## src/rtl/freq_meas_pkg.sv

```systemverilog
// Shared types and default timing for the frequency-measurement scheduler.
// Defaults assume a 50 MHz system clock.
package freq_meas_pkg;

  typedef enum logic [2:0] {
    StIdle,
    StPick,
    StSettle,
    StGate,
    StPost,
    StWait,
    StOut
  } sched_state_e;

  localparam int unsigned PreCntMaxDef  = 12_499_999;
  localparam int unsigned GateCntMaxDef = 49_999_999;
  localparam int unsigned PostCntMaxDef = 12_499_999;
  localparam int unsigned TmoMaxDef     = 1_000_000;
  localparam int unsigned FreqWDef      = 30;

  function automatic int unsigned max_u(input int unsigned a, input int unsigned b);
    return (a > b) ? a : b;
  endfunction

endpackage

```

## src/rtl/freq_meas_sched_rr_pick.sv

```systemverilog
// Combinational round-robin finder: first set bit of mask_i strictly after ptr_i,
// wrapping modulo N. any_o is low when the mask is empty.
module rr_pick #(
  parameter int unsigned N = 4,
  parameter int unsigned W = 2
) (
  input  logic [N-1:0] mask_i,
  input  logic [W-1:0] ptr_i,
  output logic [W-1:0] idx_o,
  output logic         any_o
);

  logic         found_hi;
  logic [W-1:0] idx_hi;
  logic [W-1:0] idx_lo;

  // Descending scan so the last hit is the lowest index in each half.
  always_comb begin
    found_hi = 1'b0;
    idx_hi   = '0;
    idx_lo   = '0;
    for (int k = N - 1; k >= 0; k--) begin
      if (mask_i[k]) begin
        idx_lo = W'(k);
        if (W'(k) > ptr_i) begin
          idx_hi   = W'(k);
          found_hi = 1'b1;
        end
      end
    end
    idx_o = found_hi ? idx_hi : idx_lo;
    any_o = |mask_i;
  end

endmodule

```

## src/rtl/freq_meas_sched.sv

```systemverilog
// Round-robin scheduler sharing one frequency-counting core across CH_NUM inputs.
// Optional macro FREQ_SCHED_TMO_EN adds a core_done timeout reported via res_err.
module freq_meas_sched
  import freq_meas_pkg::*;
#(
  parameter int unsigned CH_NUM       = 4,
  parameter int unsigned CH_W         = 2,
  parameter int unsigned PRE_CNT_MAX  = PreCntMaxDef,
  parameter int unsigned GATE_CNT_MAX = GateCntMaxDef,
  parameter int unsigned POST_CNT_MAX = PostCntMaxDef,
  parameter int unsigned FREQ_W       = FreqWDef,
  parameter int unsigned TMO_MAX      = TmoMaxDef
) (
  input  logic              sys_clk,
  input  logic              sys_rst,
  input  logic              run,
  input  logic [CH_NUM-1:0] ch_en,
  output logic [CH_W-1:0]   ch_sel,
  output logic              core_clr,
  output logic              gate,
  input  logic              core_done,
  input  logic [FREQ_W-1:0] core_freq,
  output logic              res_valid,
  input  logic              res_ready,
  output logic [CH_W-1:0]   res_ch,
  output logic [FREQ_W-1:0] res_freq,
  output logic              res_err,
  output logic              busy
);

  localparam int unsigned CntMax = max_u(max_u(PRE_CNT_MAX, GATE_CNT_MAX),
                                         max_u(POST_CNT_MAX, TMO_MAX));
  localparam int unsigned CntW   = $clog2(CntMax + 1);

  sched_state_e      state_q, state_d;
  logic [CntW-1:0]   cnt_q, cnt_d;
  logic [CH_W-1:0]   ptr_q;
  logic [CH_W-1:0]   ch_sel_q;
  logic [CH_W-1:0]   res_ch_q;
  logic [FREQ_W-1:0] res_freq_q;
  logic              res_err_q;
  logic [CH_W-1:0]   pick_idx;
  logic              pick_any;
  logic              capture;
  logic              cap_err;

  rr_pick #(
    .N(CH_NUM),
    .W(CH_W)
  ) u_rr_pick (
    .mask_i(ch_en),
    .ptr_i (ptr_q),
    .idx_o (pick_idx),
    .any_o (pick_any)
  );

  always_comb begin
    state_d = state_q;
    capture = 1'b0;
    cap_err = 1'b0;
    unique case (state_q)
      StIdle:   if (run && (|ch_en)) state_d = StPick;
      StPick:   state_d = pick_any ? StSettle : StIdle;
      StSettle: if (cnt_q == CntW'(PRE_CNT_MAX)) state_d = StGate;
      StGate:   if (cnt_q == CntW'(GATE_CNT_MAX)) state_d = StPost;
      StPost:   if (cnt_q == CntW'(POST_CNT_MAX)) state_d = StWait;
      StWait: begin
        if (core_done) begin
          capture = 1'b1;
          state_d = StOut;
        end
`ifdef FREQ_SCHED_TMO_EN
        else if (cnt_q == CntW'(TMO_MAX - 1)) begin
          capture = 1'b1;
          cap_err = 1'b1;
          state_d = StOut;
        end
`endif
      end
      StOut:    if (res_ready) state_d = run ? StPick : StIdle;
      default:  state_d = StIdle;
    endcase
    // Shared counter restarts from zero on every state entry.
    cnt_d = (state_d != state_q) ? '0 : cnt_q + 1'b1;
  end

  always_ff @(posedge sys_clk) begin
    if (sys_rst) begin
      state_q    <= StIdle;
      cnt_q      <= '0;
      ptr_q      <= CH_W'(CH_NUM - 1);
      ch_sel_q   <= '0;
      res_ch_q   <= '0;
      res_freq_q <= '0;
      res_err_q  <= 1'b0;
    end else begin
      state_q <= state_d;
      cnt_q   <= cnt_d;
      if (state_q == StPick && pick_any) begin
        ptr_q    <= pick_idx;
        ch_sel_q <= pick_idx;
      end
      if (capture) begin
        res_ch_q   <= ch_sel_q;
        res_freq_q <= cap_err ? '0 : core_freq;
        res_err_q  <= cap_err;
      end
    end
  end

  assign ch_sel    = ch_sel_q;
  assign core_clr  = (state_q == StPick) && pick_any;
  assign gate      = (state_q == StGate);
  assign res_valid = (state_q == StOut);
  assign res_ch    = res_ch_q;
  assign res_freq  = res_freq_q;
  assign res_err   = res_err_q;
  assign busy      = (state_q != StIdle);

endmodule

```

## config.mk

```make
export PLATFORM = sky130hd
export DESIGN_NAME = freq_meas_sched
export DESIGN_NICKNAME = d
export VERILOG_FILES = /design/src/rtl/freq_meas_pkg.sv /design/src/rtl/freq_meas_sched_rr_pick.sv /design/src/rtl/freq_meas_sched.sv
export SDC_FILE = /design/constraint.sdc
export NUM_CORES = 1
export LEC_CHECK = 0
export ABC_AREA = 1
export ABC_CLOCK_PERIOD_IN_PS = 2500
export CAP_MARGIN = 20
export CORE_MARGIN = 2
export CORE_UTILIZATION = 40
export CTS_BUF_LIST = sky130_fd_sc_hd__clkbuf_8
export CTS_CLUSTER_SIZE = 20
export DETAILED_ROUTE_END_ITERATION = 10
export GPL_TIMING_DRIVEN = 0
export PLACE_DENSITY = 0.73
export SLEW_MARGIN = 5
export SYNTH_ARGS = -nofsm -noshare
export SYNTH_HDL_FRONTEND = slang
export SYNTH_SLANG_ARGS = --single-unit
export TNS_END_PERCENT = 1
```

## constraint.sdc

```tcl
create_clock -name sys_clk -period 2.5 [get_ports sys_clk]
set_input_delay 0.25 -clock sys_clk [delete_from_list [all_inputs] [get_ports sys_clk]]
set_output_delay 0.25 -clock sys_clk [all_outputs]
set_load 0.1 [all_outputs]
```

=== Word-level counts from Yosys, hierarchy flattened ===
Cells that the tools add are included.

* Register bits after elaboration: 65
* Memories: 0
* Memory bits (read-only): 0
* Bits in writable memories: 0
* Logic and storage cells: 58
* Bits in latches: 0
* Output and inout bits: 39

* Equality and inequality tests: 9
* $add $sub $neg: 1
* $mul: 0
* Muxes and demuxes: 32
* Shifts and indexed selects: 0
* Bitwise gates (word level): 0
* Reduce and logical (&&, ||, !) cells: 6
* Divide/modulo/power cells: 0
* $lt $le $gt $ge: 4

{| class="wikitable"
|+ Operator list
! kind !! number
|-
| $mux 2 || 14
|-
| $add 26x1->26 const B || 1
|-
| $eq 26x24->1 const B || 1
|-
| $eq 26x26->1 const B || 1
|-
| $pmux 3 s7 || 1
|-
| $mux 3 || 6
|-
| $mux 1 || 11
|-
| $eq 3x3->1 const B || 3
|-
| $eq 3x2->1 const B || 2
|-
| $gt 1x2->1 const A || 2
|-
| $gt 2x2->1 const A || 2
|-
| $reduce_or 4->1 || 1
|-
| $eq 3x1->1 const B || 1
|-
| $logic_not 3->1 || 1
|-
| $ne 3x3->1 || 1
|-
| $reduce_bool 3->1 || 1
|-
| $logic_and 1x1->1 || 2
|-
| $reduce_or 2->1 || 1
|}

=== Longest topological paths before layout ===
* Depth after elaboration: 10
* Gate-level depth with buffers: 14

=== Modules after synthesis ===
Synthesis repeated with hierarchy kept, for this count alone.

* Cell total of the unflattened synthesis: 473
* Area, all modules: 3368.2 µm²

{| class="wikitable"
|+ Modules (own cells, without submodules)
! module !! area each (µm²) !! cells an instance !! times used
|-
| freq_meas_sched || 3281.9 || 452 || 1
|-
| rr_pick || 86.3 || 21 || 1
|}

=== Worst setup path before layout ===
OpenSTA, ideal clock, no wires.

* Kind: reg-to-reg
* Start point: reg state_q[1]
* End point: reg cnt_q[15]
* Library setup time: 116 ps
* Stages on the path, launching flop included: 11
* Required time: 2384 ps
* Arrival time: 2570 ps
* Path slack: -186 ps
* Cells stage by stage: dfxtp_1 nand2_1 nor2_1 nand2_2 nand2_1 nand2_1 nand2_1 nor2_2 nand2_2 buf_6 nor2_2

* Cells in the longest elaborated chain, start to end: 4
* Elaborated cells on any way between the ends: 16

{| class="wikitable"
|+ RTL lines
! what !! line !! text
|-
| from (decl) || freq_meas_sched.sv:35 || <nowiki>sched_state_e state_q, state_d;</nowiki>
|-
| from (signal assigned) || freq_meas_sched.sv:89 || <nowiki>state_q <= StIdle;</nowiki>
|-
| from (signal assigned) || freq_meas_sched.sv:97 || <nowiki>state_q <= state_d;</nowiki>
|-
| $eq 3x2->1 || - ||
|-
| net gate || freq_meas_sched.sv:20 || <nowiki>output logic gate,</nowiki>
|-
| $pmux 3 s7 || freq_meas_sched.sv:61 || <nowiki>unique case (state_q)</nowiki>
|-
| $ne 3x3->1 || freq_meas_sched.sv:84 || <nowiki>cnt_d = (state_d != state_q) ? '0 : cnt_q + 1'b1;</nowiki>
|-
| $reduce_or 2->1 (no source line) || - ||
|-
| to (signal assigned) || freq_meas_sched.sv:98 || <nowiki>cnt_q <= cnt_d;</nowiki>
|-
| to (decl) || freq_meas_sched.sv:36 || <nowiki>logic [CntW-1:0] cnt_q, cnt_d;</nowiki>
|}

The timed path passes the listed nets, and every way through them passes these cells.
A chain may end at the register's enable or synchronous reset.

=== Worst setup path after layout ===
* Start point: reg state_q[0]
* End point: out core_clr

* Cells in the longest elaborated chain, start to end: 2

{| class="wikitable"
|+ RTL lines
! what !! line !! text
|-
| $eq 3x1->1 || freq_meas_sched.sv:112 || <nowiki>assign core_clr = (state_q == StPick) && pick_any;</nowiki>
|-
| $logic_and 1x1->1 || freq_meas_sched.sv:112 ||
|-
| to (decl) || freq_meas_sched.sv:19 || <nowiki>output logic core_clr,</nowiki>
|}

No other way between the ends.

==> results.md <==
- Outcome: completed
- Psw: 0.0005659 W
- Global-route wire length before repair: 12360 um
- Routed Antenna Nets: 0
- DR WL/cell: 12.08 um
- Global Route met3 Usage: 4.232%
- CP required: 2250 ps
- Synthesized area: 0.003033 mm2
- Syn Nets: 468
- Register area: 0.001301 mm2
- CTS Root Buffer Type: clkbuf_8
- Utilization after layout: 56.19%
- Capturing point of the worst reg2reg path: cnt_q[18]
- Min Clock Period, post-route: 2376 ps
- Setup CP Type: flop to primary output
- Longest Clk Path Bufs: 2
- Int Pwr: 0.001597 W
- R2r setup slk: 510 ps
- Layout cell share with drive strength beyond 1: 8.108%
- DR iter-0 viols: 98
- Final net count: 554
- Vias in the first global route: 2690
- Routability cong.: 0.9144
- Sw Share: 26.16%
- Largest net degree at the start of global routing: 12
- Met1 global-route usage: 24.45%
- I/O Pins: 78
- FMAX: 420.8 MHz
- Gr ovfl total: 0
- Max Cap Viol: 0
- Via count: 2885
- Core ar.: 0.007292 mm2
- Reg2Reg Depth: 10
- Busiest grt layer: met2
- Max-slew violations: 0
- Gate power share: 11.4%
- Rel. slew slack: 32.81%
- Critical path peak fanout: 6
- Synth area leaders: dfxtp_1, inv_1, nand2_1
- Worst Tran Pin Value: 1005 ps
- Total wire length: 7454 um
- Number of hold violations in the final report: 0
- Max incr delay on CP: 870 ps
- Synthesis-to-finish area growth: 35.11%
- H-Tree Depth: 3
- Multi-input logic area: 0.001379 mm2
- Unrepaired setup endpoints after global routing: no
- Slowest cell on the critical path: dlygate4sd2_1
- Initial Util: 41.59%
- Total CTS buffers: 9
- DP HPWL: 5745 um
- Min-Delay Endpoint: ch_sel[1]
- Synth unique cells: 31
- Full die area: 0.008295 mm2
- Placed Area: 0.003910 mm2
- Yosys reg bits: 65
- Sequential Power Share: 49.0%
- Die Width: 91.08 um
- M2 GR Usage: 28.46%
- Seq/Total Area, Yosys: 42.90%
- Initial antenna violation count: 0
- Row Count: 31
- Largest area contributor in the netlist: dfxtp_1
- Tcrit/Tclk final: 95.06%
- Post-synthesis cell count: 428
- Max VDD drop: 0.0004063 V
- CP cell instances: inv_2, nor3_1, nand2_1, inv_1, dlygate4sd2_1
- Worst R2R Start: cnt_q[0]
- CTS tree: yes
- Leakage: 1.535 nW
- Hold Path Class: primary input to flop
- Hold Crit Start: sys_rst
- Syn Area/Cell: 7.086 um2
- Synth top area share: 42.90%
- Fillers: 714
- Final setup skew: 8.377 ps
- Clock Sinks: 65
- Clk slew on worst S/H paths: 70 ps
- Design area: 0.004098 mm2
- Clock Power Share: 39.6%
- Final setup fails: 0
- I/O Buffers: 75
- Antenna diodes: 0
- Vias per Instance: 4.676
- Clk Latency, worst-skew pair: 350 ps
- First-pass DRT Iterations: 4
- Crit path launch type: flop
- Yosys warning total: 0
- PwrDens: 527.9 mW/mm2
- CP endpoint kind: primary output
- Total GRT Usage: 18.34%
- Die height: 91.08 um
- Worst Hold Depth: 2
- Crit path DAT: 2130 ps
- # DRC: 0
sequential cells by signal, summed over array words and instances, names as in the netlist:
| register | cells |
|---|---|
| res_ch | 2 |
| ptr_q | 2 |
| ch_sel | 2 |
| res_freq | 30 |
| state_q | 3 |
| cnt_q | 26 |
layout make-up:
class | instances | area share (%)
Buffer | 14 | 1.771
Clock buffer | 9 | 3.023
Clock inverter | 6 | 1.466
Inverter | 75 | 6.901
Multi-Input combinational cell | 274 | 33.65
Sequential cell | 65 | 31.76
Tap cell | 99 | 3.023
Timing Repair Buffer | 75 | 18.41
layout by cell type, fill, tap and decap left out, types with 2 or more instances in the layout:
cell,Yosys,routed
nor3_1,9,9
dfxtp_1,65,65
inv_2,2,2
xor2_1,19,19
inv_1,72,72
clkbuf_8,0,9
nor2_1,52,51
nand4_1,8,8
nand3b_1,2,2
nor3b_1,2,2
xnor2_1,4,4
dlymetal6s2s_1,0,2
clkbuf_1,10,10
nand2_1,68,68
o21ai_0,38,38
buf_6,2,2
a21oi_1,37,37
nand2_2,3,3
clkinvlp_4,0,2
clkdlybuf4s50_1,0,72
nand3_1,9,9
nor2_2,13,14
clkinv_2,1,4
worst max-delay path by stage:
stage	start	endpoint	slack, ps	depth (start not counted)
floorplan	state_q[2]	cnt_q[15]	220	12
global placement	ch_en[1]	core_clr	-60	6
detailed placement	ch_en[1]	core_clr	-80	6
CTS	state_q[1]	gate	20	3
global route	state_q[0]	core_clr	30	5
finish	state_q[0]	core_clr	120	5
routing by layer:
metal | vias to the layer above | wire length, um
li1 | 1496 | -
met1 | 1291 | 3647
met2 | 90 | 3281
met3 | 8 | 460
met4 | 0 | 65
met5 | - | 0
cells by family after synthesis:
| family | share of synthesized area (%) |
|---|---|
| buffers and inverters | 11.72 |
| flip-flops | 42.90 |
| XOR/XNOR | 6.642 |
| other | 0.1236 |
| adder cells (fa/ha/maj) | 0.4125 |
| AO/OA/AOI/OAI | 13.33 |
| AND/OR/NAND/NOR | 24.88 |
through the flow:
step                std cells  hold slack (ps)  setup slack [ps]  TNS, ps  total power (W)
CTS                       617            259.3             25.00        0         0.002180
global placement          602            430.4            -64.21   -64.21         0.001327
floorplan                 428            417.5             218.7        0         0.001234
finish                    617            248.8             123.6        0         0.002163
global route              617            278.9             31.48        0         0.002257
detailed placement        602            434.3            -78.34   -78.34         0.001331
Yosys cell counts (all sizes together):
| cell | count |
|---|---|
| a21oi | 37 |
| a31oi | 1 |
| and2 | 1 |
| and3 | 1 |
| buf | 4 |
| clkbuf | 10 |
| clkinv | 1 |
| conb | 1 |
| dfxtp | 65 |
| ha | 1 |
| inv | 74 |
| nand2 | 71 |
| nand3 | 10 |
| nand3b | 2 |
| nand4 | 8 |
| nor2 | 65 |
| nor3 | 10 |
| nor3b | 2 |
| o211a | 1 |
| o211ai | 1 |
| o21ai | 39 |
| xnor2 | 4 |
| xor2 | 19 |
critical path: cells and delay by family (launching register included):
| family | cells | cell delay (ps) |
|---|---|---|
| buffers and inverters | 3 | 1100 |
| flip-flops | 1 | 400 |
| AND/OR/NAND/NOR | 2 | 280 |
what timing repair did:
| action | in CTS | in global routing |
|---|---|---|
| pin swaps | 0 | 0 |
| buffers inserted | 0 | 0 |
| resized for setup | 1 | 2 |
| hold buffers | 0 | 0 |
| endpoints found under the setup margin | 1 | 2 |
power groups by stage:
| stage | combinational (W) | sequential, W | clock [W] |
|---|---|---|---|
| final | 0.000247 | 0.00106 | 0.000857 |
| after detailed placement | 0.000248 | 0.00108 | 0 |
| after floorplan | 0.000142 | 0.00109 | 0 |
| after global routing | 0.000268 | 0.00106 | 0.000929 |
| after CTS | 0.000248 | 0.00106 | 0.000872 |
| after global placement | 0.000245 | 0.00108 | 0 |
No activity file was read; power rests on OpenSTA's default activity.
